===== config.mk =====
export PLATFORM = sky130hd
export DESIGN_NAME = acsi_io_bridge
export DESIGN_NICKNAME = d
export VERILOG_FILES = /design/src/rtl/acsi_io_bridge.sv
export SDC_FILE = /design/constraint.sdc
export NUM_CORES = 1
export LEC_CHECK = 0
export BUFFER_PORTS_ARGS = -buffer_cell sky130_fd_sc_hd__buf_2
export CORE_ASPECT_RATIO = 2
export CORE_UTILIZATION = 63
export CTS_CLUSTER_DIAMETER = 80
export DETAILED_ROUTE_END_ITERATION = 16
export PLACE_DENSITY = 0.91
export SLEW_MARGIN = 20
export SYNTH_ARGS = -nofsm -noshare
export SYNTH_HDL_FRONTEND = slang
export SYNTH_SLANG_ARGS = --single-unit

===== constraint.sdc =====
create_clock -name clk -period 3.31 [get_ports clk]
set_input_delay 0.331 -clock clk [delete_from_list [all_inputs] [get_ports clk]]
set_output_delay 0.331 -clock clk [all_outputs]
set_load 0.01 [all_outputs]

===== src/rtl/acsi_io_bridge.sv =====
`default_nettype none
// ============================================================================
// acsi_io_bridge: captures an 11-byte ACSI command on busy, streams it to the
// IO controller and reports completion; ACSI_IO_BRIDGE_TIMEOUT_EN adds a
// response timeout. Revision: 1.0
// ============================================================================
module acsi_io_bridge #(
  parameter int TIMEOUT_W = 20
) (
  input  logic       clk,
  input  logic       reset,
  output logic [3:0] acsi_status_sel,
  input  logic [7:0] acsi_status_byte,
  output logic [7:0] io_data,
  output logic       io_valid,
  input  logic       io_ready,
  input  logic       io_rsp_valid,
  input  logic       io_rsp_ok,
  input  logic [7:0] io_rsp_status,
  output logic       dma_ack,
  output logic       dma_nak,
  output logic [7:0] dma_status,
  output logic       idle
);

  typedef enum logic [2:0] {
    S_IDLE    = 3'd0,
    S_CAPTURE = 3'd1,
    S_SEND    = 3'd2,
    S_WAIT    = 3'd3,
    S_DONE    = 3'd4,
    S_SETTLE  = 3'd5
  } state_t;

  localparam logic [3:0] SEL_BUSY       = 4'd10;
  localparam logic [3:0] LAST_IDX       = 4'd10;
  localparam logic [7:0] TIMEOUT_STATUS = 8'h02;

  state_t     state_q, state_d;
  logic [3:0] sel_q, sel_d;
  logic [3:0] idx_q, idx_d;
  logic       settle_q, settle_d;
  logic       io_valid_q, io_valid_d;
  logic       ack_q, ack_d;
  logic       nak_q, nak_d;
  logic [7:0] status_q, status_d;
  logic [7:0] buf_q [0:10];
  logic [7:0] buf_d [0:10];
`ifdef ACSI_IO_BRIDGE_TIMEOUT_EN
  logic [TIMEOUT_W-1:0] tmo_q, tmo_d;
`endif

  always_comb begin
    state_d    = state_q;
    sel_d      = sel_q;
    idx_d      = idx_q;
    settle_d   = settle_q;
    io_valid_d = 1'b0;
    ack_d      = 1'b0;
    nak_d      = 1'b0;
    status_d   = status_q;
    buf_d      = buf_q;
`ifdef ACSI_IO_BRIDGE_TIMEOUT_EN
    tmo_d      = tmo_q;
`endif
    case (state_q)
      S_IDLE: begin
        sel_d = SEL_BUSY;
        if (acsi_status_byte[0]) begin
          state_d = S_CAPTURE;
          sel_d   = 4'd0;
          idx_d   = 4'd0;
        end
      end
      S_CAPTURE: begin
        // sel_q already points at idx_q, so the readout byte belongs here
        buf_d[idx_q] = acsi_status_byte;
        if (idx_q == LAST_IDX) begin
          state_d    = S_SEND;
          idx_d      = 4'd0;
          sel_d      = SEL_BUSY;
          io_valid_d = 1'b1;
        end else begin
          idx_d = idx_q + 4'd1;
          sel_d = idx_q + 4'd1;
        end
      end
      S_SEND: begin
        io_valid_d = 1'b1;
        if (io_ready) begin
          if (idx_q == LAST_IDX) begin
            state_d    = S_WAIT;
            io_valid_d = 1'b0;
            idx_d      = 4'd0;
`ifdef ACSI_IO_BRIDGE_TIMEOUT_EN
            tmo_d      = '0;
`endif
          end else begin
            idx_d = idx_q + 4'd1;
          end
        end
      end
      S_WAIT: begin
        if (io_rsp_valid) begin
          state_d  = S_DONE;
          ack_d    = io_rsp_ok;
          nak_d    = !io_rsp_ok;
          status_d = io_rsp_status;
        end
`ifdef ACSI_IO_BRIDGE_TIMEOUT_EN
        else if (&tmo_q) begin
          state_d  = S_DONE;
          nak_d    = 1'b1;
          status_d = TIMEOUT_STATUS;
        end else begin
          tmo_d = tmo_q + 1'b1;
        end
`endif
      end
      S_DONE: begin
        state_d  = S_SETTLE;
        settle_d = 1'b0;
      end
      S_SETTLE: begin
        // busy is deliberately not looked at here; it may still be stale
        if (settle_q) begin
          state_d  = S_IDLE;
          settle_d = 1'b0;
        end else begin
          settle_d = 1'b1;
        end
      end
      default: state_d = S_IDLE;
    endcase
  end

  always_ff @(posedge clk) begin
    if (reset) begin
      state_q    <= S_IDLE;
      sel_q      <= SEL_BUSY;
      idx_q      <= 4'd0;
      settle_q   <= 1'b0;
      io_valid_q <= 1'b0;
      ack_q      <= 1'b0;
      nak_q      <= 1'b0;
      status_q   <= 8'h00;
`ifdef ACSI_IO_BRIDGE_TIMEOUT_EN
      tmo_q      <= '0;
`endif
    end else begin
      state_q    <= state_d;
      sel_q      <= sel_d;
      idx_q      <= idx_d;
      settle_q   <= settle_d;
      io_valid_q <= io_valid_d;
      ack_q      <= ack_d;
      nak_q      <= nak_d;
      status_q   <= status_d;
`ifdef ACSI_IO_BRIDGE_TIMEOUT_EN
      tmo_q      <= tmo_d;
`endif
    end
  end

  always_ff @(posedge clk) begin
    buf_q <= buf_d;
  end

  assign acsi_status_sel = sel_q;
  assign io_data         = buf_q[idx_q];
  assign io_valid        = io_valid_q;
  assign dma_ack         = ack_q;
  assign dma_nak         = nak_q;
  assign dma_status      = status_q;
  assign idle            = (state_q == S_IDLE);

endmodule
`default_nettype wire


==> impl_metrics.toml, run 1 <==
[critical_path]
start_kind = "register"
crit_family = "flip-flops"
arrival_ns = 2.43
cp.required_ns = 2.98
cp_max_fo = 20
worst_path_max_delay_cell = "dfxtp_1"
end_kind = "output port"
critical_path.max_stage_delay_ns = 0.91
worstPathBufferInverterCount = 2
critPathKind = "reg2out"
path_cells = "buf_4 -> mux4_2 -> a22oi_1 -> nand2_1 -> buf_2"

[floorplanning]
die_h_um = 122.1
ios = 45
start_util_pct = 65.48
die_x_um = 62.06
dieArea_um2 = 7578
rows = 43
coreArea_um2 = 6940

[timing]
rsz0062_at_grt = "false"
fin_skew_ns = 0.008181
period_needed_ns = 2.756
slew_violations = 0
worstMarginPinSlew_ns = 0.8985
setup_viol = 0
setup_tns_ns = 0
hold_violations = 0
clock.fmax_mhz = 362.8
post-route-period-util_pct = 83.27
relSlewSlack_pct = 39.88

[power]
combPwrFrac_pct = 6.0
power.internal_mw = 2.143
power_frac_clock_pct = 37.7
leakage_nw = 1.835
peakVddDrop_mv = 0.5083
p_sw_mw = 0.5760
p_per_area_nw_per_um2 = 527.4
swShare_pct = 21.19
p_seq_share_pct = 56.3

[clocking]
cts_hold_buf = 0
clock_path_buffers = 2
cts-root-buf = "clkbuf_16"
clk_latency_ns = 0.35
cts_buffers = 9
cts_tree = "built"
h-tree-depth = 3
clock_sinks = 111
cts_resized = 0
path_clk_slew_ns = 0.07
post-cts-setup-buffer-count = 0

[grt]
antenna_found_initial = 0
grt_pass1_wl_um = 15120
grt_max_degree = 25
grt_pass1_vias = 2860
grt_use_total_pct = 29.94
grt_overflow = 0

[route]
drc = 0
antenna_left = 0
vias = 2794
drtIter0Drc = 196
viasPerCell = 6.265
dr.pass1.iters = 4
wire_per_inst_um = 22.40
routed_wl_um = 9990

[finish]
layout.nets = 372
final_cells = 446
antenna_cells = 0
syn_to_final_growth_pct = 13.44
drive_gt1_share_pct = 24.16

[yosys]
syn-cell-area_um2 = 4544
async_reset_ff_share_pct = 0
synth.top_cell.area_share_pct = 58.15
synth_edf_count = 88
yosysWarnings = 0
synth-main-ff-cell = "edfxtp_1"
postSynthCellCount = 301
synth_top_area_cell = "edfxtp_1"
syn_avg_cell_area_um2 = 15.10
ys_types = 45
synthTopCellsByArea = "edfxtp_1, dfxtp_1, mux4_1"
ys_ff_latch = 111
yosysSeqAreaShare_pct = 68.28
syn_nets = 322

[placement]
gp_congestion = 0.8500
io_buffers = 44
dp_hpwl_um = 6561
post-place-cells = 430

[min_path]
hold_path.class = "in2reg"

[status]
run_status = "completed"

[job]
cap_viol_max_count = 0
-- sequential cells by signal, summed over array words and instances (netlist names), 3 cells and up --
name             count
buf_q               88
state_q              3
acsi_status_sel      4
dma_status           8
idx_q                4
-- final cells by class --
class / count / area, um2
clock buffer: 12 / 256.5
clock inverter: 4 / 27.53
fill: 395 / 1785
inverter: 2 / 7.507
multi-input combinational: 168 / 1315
sequential: 111 / 3103
tap: 90 / 112.6
timing repair buffer: 59 / 332.8
-- cells in the mapped netlist, types with 5 or more instances --
| cell type | instances |
|---|---|
| dfxtp_1 | 23 |
| nor2_1 | 18 |
| mux2i_1 | 8 |
| a21oi_1 | 17 |
| o2bb2ai_1 | 8 |
| mux4_2 | 6 |
| nor2b_1 | 5 |
| a22oi_1 | 8 |
| edfxtp_1 | 88 |
| nand2_1 | 37 |
| mux4_1 | 10 |
| buf_2 | 13 |
| nand2b_1 | 5 |
| nor3_1 | 9 |
-- stage by stage --
| step | instance area, um2 | hold WS (ns) | util, % | setup slack (ns) | power (mW) |
|---|---|---|---|---|---|
| 2_1_floorplan | 4544 | 0.4078 | - | 1.369 | 1.660 |
| 3_3_place_gp | 4871 | 0.4388 | 70.18 | 1.060 | 1.714 |
| 3_5_place_dp | 4871 | 0.4410 | 70.18 | 0.9486 | 1.722 |
| 4_1_cts | 5155 | 0.1551 | 74.27 | 0.5796 | 2.714 |
| 5_1_grt | 5155 | 0.1824 | 74.27 | 0.4654 | 2.780 |
| 6_report | 5155 | 0.1608 | 74.27 | 0.5537 | 2.719 |
-- worst paths after layout --
check | startpoint | end | slack (ns) | depth (start not counted)
worst max-delay path | idx_q[1] | io_data[1] | 0.55 | 5
worst min-delay path | io_rsp_ok | dma_nak | 0.16 | 2
worst max register to register | state_q[0] | buf_q[9] | 0.93 | 4
worst min register to register | dma_status[3] | dma_status[3] | 0.45 | 2
-- metal layers --
| layer | global-route usage [%] | vias up | part of all wire, % |
|---|---|---|---|
| met5 | 0 | - | 0 |
| met4 | 17.36 | 0 | 4.4 |
| met3 | 6.369 | 34 | 5.5 |
| met2 | 49.60 | 131 | 55 |
| met1 | 34.12 | 1375 | 35 |
| li1 | - | 1254 | - |
-- power by group through the flow --
stage | registers, mW | logic (mW) | clock network (mW)
after floorplan | 1.55 | 0.106 | 0
after CTS | 1.53 | 0.164 | 1.02
after global routing | 1.53 | 0.176 | 1.07
after global placement | 1.56 | 0.156 | 0
final | 1.53 | 0.163 | 1.02
after detailed placement | 1.56 | 0.161 | 0
-- cells by family after synthesis --
group           synth area share (%)
flops                          68.28
simple gates                   10.43
compound gates                 7.599
mux                            10.52
buf+inv                        2.781
xor+xnor                      0.3855
-- cell usage in the layout (no fill, tap or decap), types with 2 or more instances in the layout --
master and count:
edfxtp_1 88, buf_2 44, nand2_1 37, dfxtp_1 23
nor2_1 18, a21oi_1 17, buf_4 15, mux4_1 10
nor3_1 9, clkbuf_16 9, mux2i_1 8, o2bb2ai_1 8
a22oi_1 8, mux4_2 6, nand2b_1 5, nor2b_1 5
a211o_1 4, nand3_1 3, nor3b_1 3, inv_1 2
and3_1 2, a221o_1 2, o21ai_0 2, xor2_1 2
clkbuf_8 2, inv_6 2, clkinv_2 2
Note: power is estimated with default switching activity, not from simulation.
==> inputs of run 2 (changes only) <==
CORE_UTILIZATION = 53   (was 63)
PLACE_DENSITY = 0.83   (was 0.91)
clock period = 2.4 ns   (was 3.31 ns; I/O delays follow)
==> run 2 against run 1 <==
  * Total power increased by 35%
  * Critical endpoint is now io_data[6]
  * Sequential power is 37% higher
  * Highest routed layer unchanged
  * Critical path type unchanged
  * Via count shrank 1.1%
  * Die area increased by 18%
==> impl_metrics.toml, run 2 (synthesis results as in run 1) <==
[floorplanning]
start_util_pct = 54.81
coreArea_um2 = 8292
dieArea_um2 = 8971
rows = 47
die_x_um = 67.48
ios = 45
die_h_um = 133.0

[min_path]
hold_path.class = "in2reg"

[placement]
pre_cts_ws_ns = 0.3907
io_buffers = 44
place_area_um2 = 4949
dp_hpwl_um = 6614
gp_congestion = 0.8643

[timing]
hold_violations = 0
relSlewSlack_pct = 67.69
slew_violations = 0
setup_viol = 0
period_needed_ns = 2.283
rsz0062_at_grt = "true"
fin_skew_ns = 0.005346
clock.fmax_mhz = 438.0
post-route-period-util_pct = 95.13
worstMarginPinSlew_ns = 0.4821
whs_ns = 0.06459
fin_ws_ns = 0.1169

[grt]
grt_overflow = 0
grt_pass1_vias = 2718
grt_max_degree = 23
antenna_found_initial = 0
grt_pass1_wl_um = 14470
grt_use_total_pct = 23.51

[finish]
top_register = "buf_q"
antenna_cells = 0
final_area_um2 = 5224
n_fill_cell = 586
mostFrequentLayoutCell = "edfxtp_1"
fin_util_pct = 63.00
largest_reg_flops = 88
layout.nets = 381
final_cell_mix = "edfxtp_1, buf_2, nand2_1"
drive_gt1_share_pct = 25.48
syn_to_final_growth_pct = 14.95

[route]
drc = 0
antenna_left = 0
wire_per_inst_um = 20.29
vias = 2763
routed_wl_um = 9396
viasPerCell = 5.968
dr.pass1.iters = 4
drtIter0Drc = 124

[clocking]
clock_sinks = 111
clock_path_buffers = 2
cts_tree = "built"
cts-root-buf = "clkbuf_16"
post-cts-setup-buffer-count = 0
h-tree-depth = 3
path_clk_slew_ns = 0.07
cts_buffers = 9
clk_latency_ns = 0.35

[critical_path]
reg2reg_from = "state_q[0]"
cp-startpoint = "idx_q[0]"
cp_max_fo = 19
timing.rr.end = "buf_q[72]"
reg2reg_depth = 4
arrival_ns = 2.04
cp-endpoint = "io_data[6]"
start_kind = "register"
reg2reg_slack_ns = 0.63
end_kind = "output port"
cp.required_ns = 2.16
critPathKind = "reg2out"

[power]
fin_total_pwr_mw = 3.664
peakVddDrop_mv = 0.5364
p_seq_share_pct = 57.4
leakage_nw = 1.867
power.internal_mw = 2.895
p_per_area_nw_per_um2 = 701.3
swShare_pct = 20.97
p_sw_mw = 0.7681
combPwrFrac_pct = 6.4
power_frac_clock_pct = 36.2

[status]
run_status = "completed"

[job]
cap_viol_max_count = 0
-- run 2: cell type report --
| cell class | count | area (um2) | area share (%) |
|---|---|---|---|
| Clock inverter | 6 | 36.28 | 0.6946 |
| Timing Repair Buffer | 68 | 407.9 | 7.808 |
| Sequential cell | 111 | 3103 | 59.40 |
| Inverter | 2 | 7.507 | 0.1437 |
| Tap cell | 98 | 122.6 | 2.347 |
| Clock buffer | 10 | 229.0 | 4.383 |
| Multi-Input combinational cell | 168 | 1318 | 25.22 |
-- run 2: how the worst min path moves through the flow --
stage,start,endpoint,slack (ns),depth (start not counted)
2_1_floorplan,io_rsp_ok,dma_nak,0.32,1
3_3_place_gp,io_rsp_ok,dma_nak,0.41,2
3_5_place_dp,io_rsp_ok,dma_nak,0.42,2
4_1_cts,io_rsp_ok,dma_nak,0.05,2
5_1_grt,io_rsp_ok,dma_nak,0.07,2
6_report,io_rsp_ok,dma_nak,0.06,2
-- run 2: repair_timing --
action                     in CTS  in global routing
hold buffers                    0                  0
setup endpoints to repair       0                  3
resized for setup               0                  3
-- run 2: critical path, cell delays in order, from the launching register on --
cell	delay, ns
dfxtp_1	0.45
buf_8	0.22
mux4_1	0.57
a22oi_1	0.21
nand2_1	0.09
buf_2	0.14
-- run 2: metrics by stage --
step	TNS, ns	cells
final	0	463
after CTS	0	463
after global placement	0	447
after detailed placement	0	447
after floorplan	0	301
after global routing	-0.004473	463
-- run 2: power by group through the flow --
stage	combinational, mW	sequential, mW	clock, mW
floorplan	0.146	2.14	0
global placement	0.228	2.14	0
detailed placement	0.235	2.15	0
CTS	0.236	2.10	1.36
global route	0.254	2.10	1.42
finish	0.236	2.10	1.32
-- run 2: metal layers --
metal	up-vias	wire length, um	GRT usage, %
li1	1279	-	-
met3	31	504	6.207
met4	0	455	15.25
met5	-	0	0
met2	123	5152	38.45
met1	1330	3283	25.71
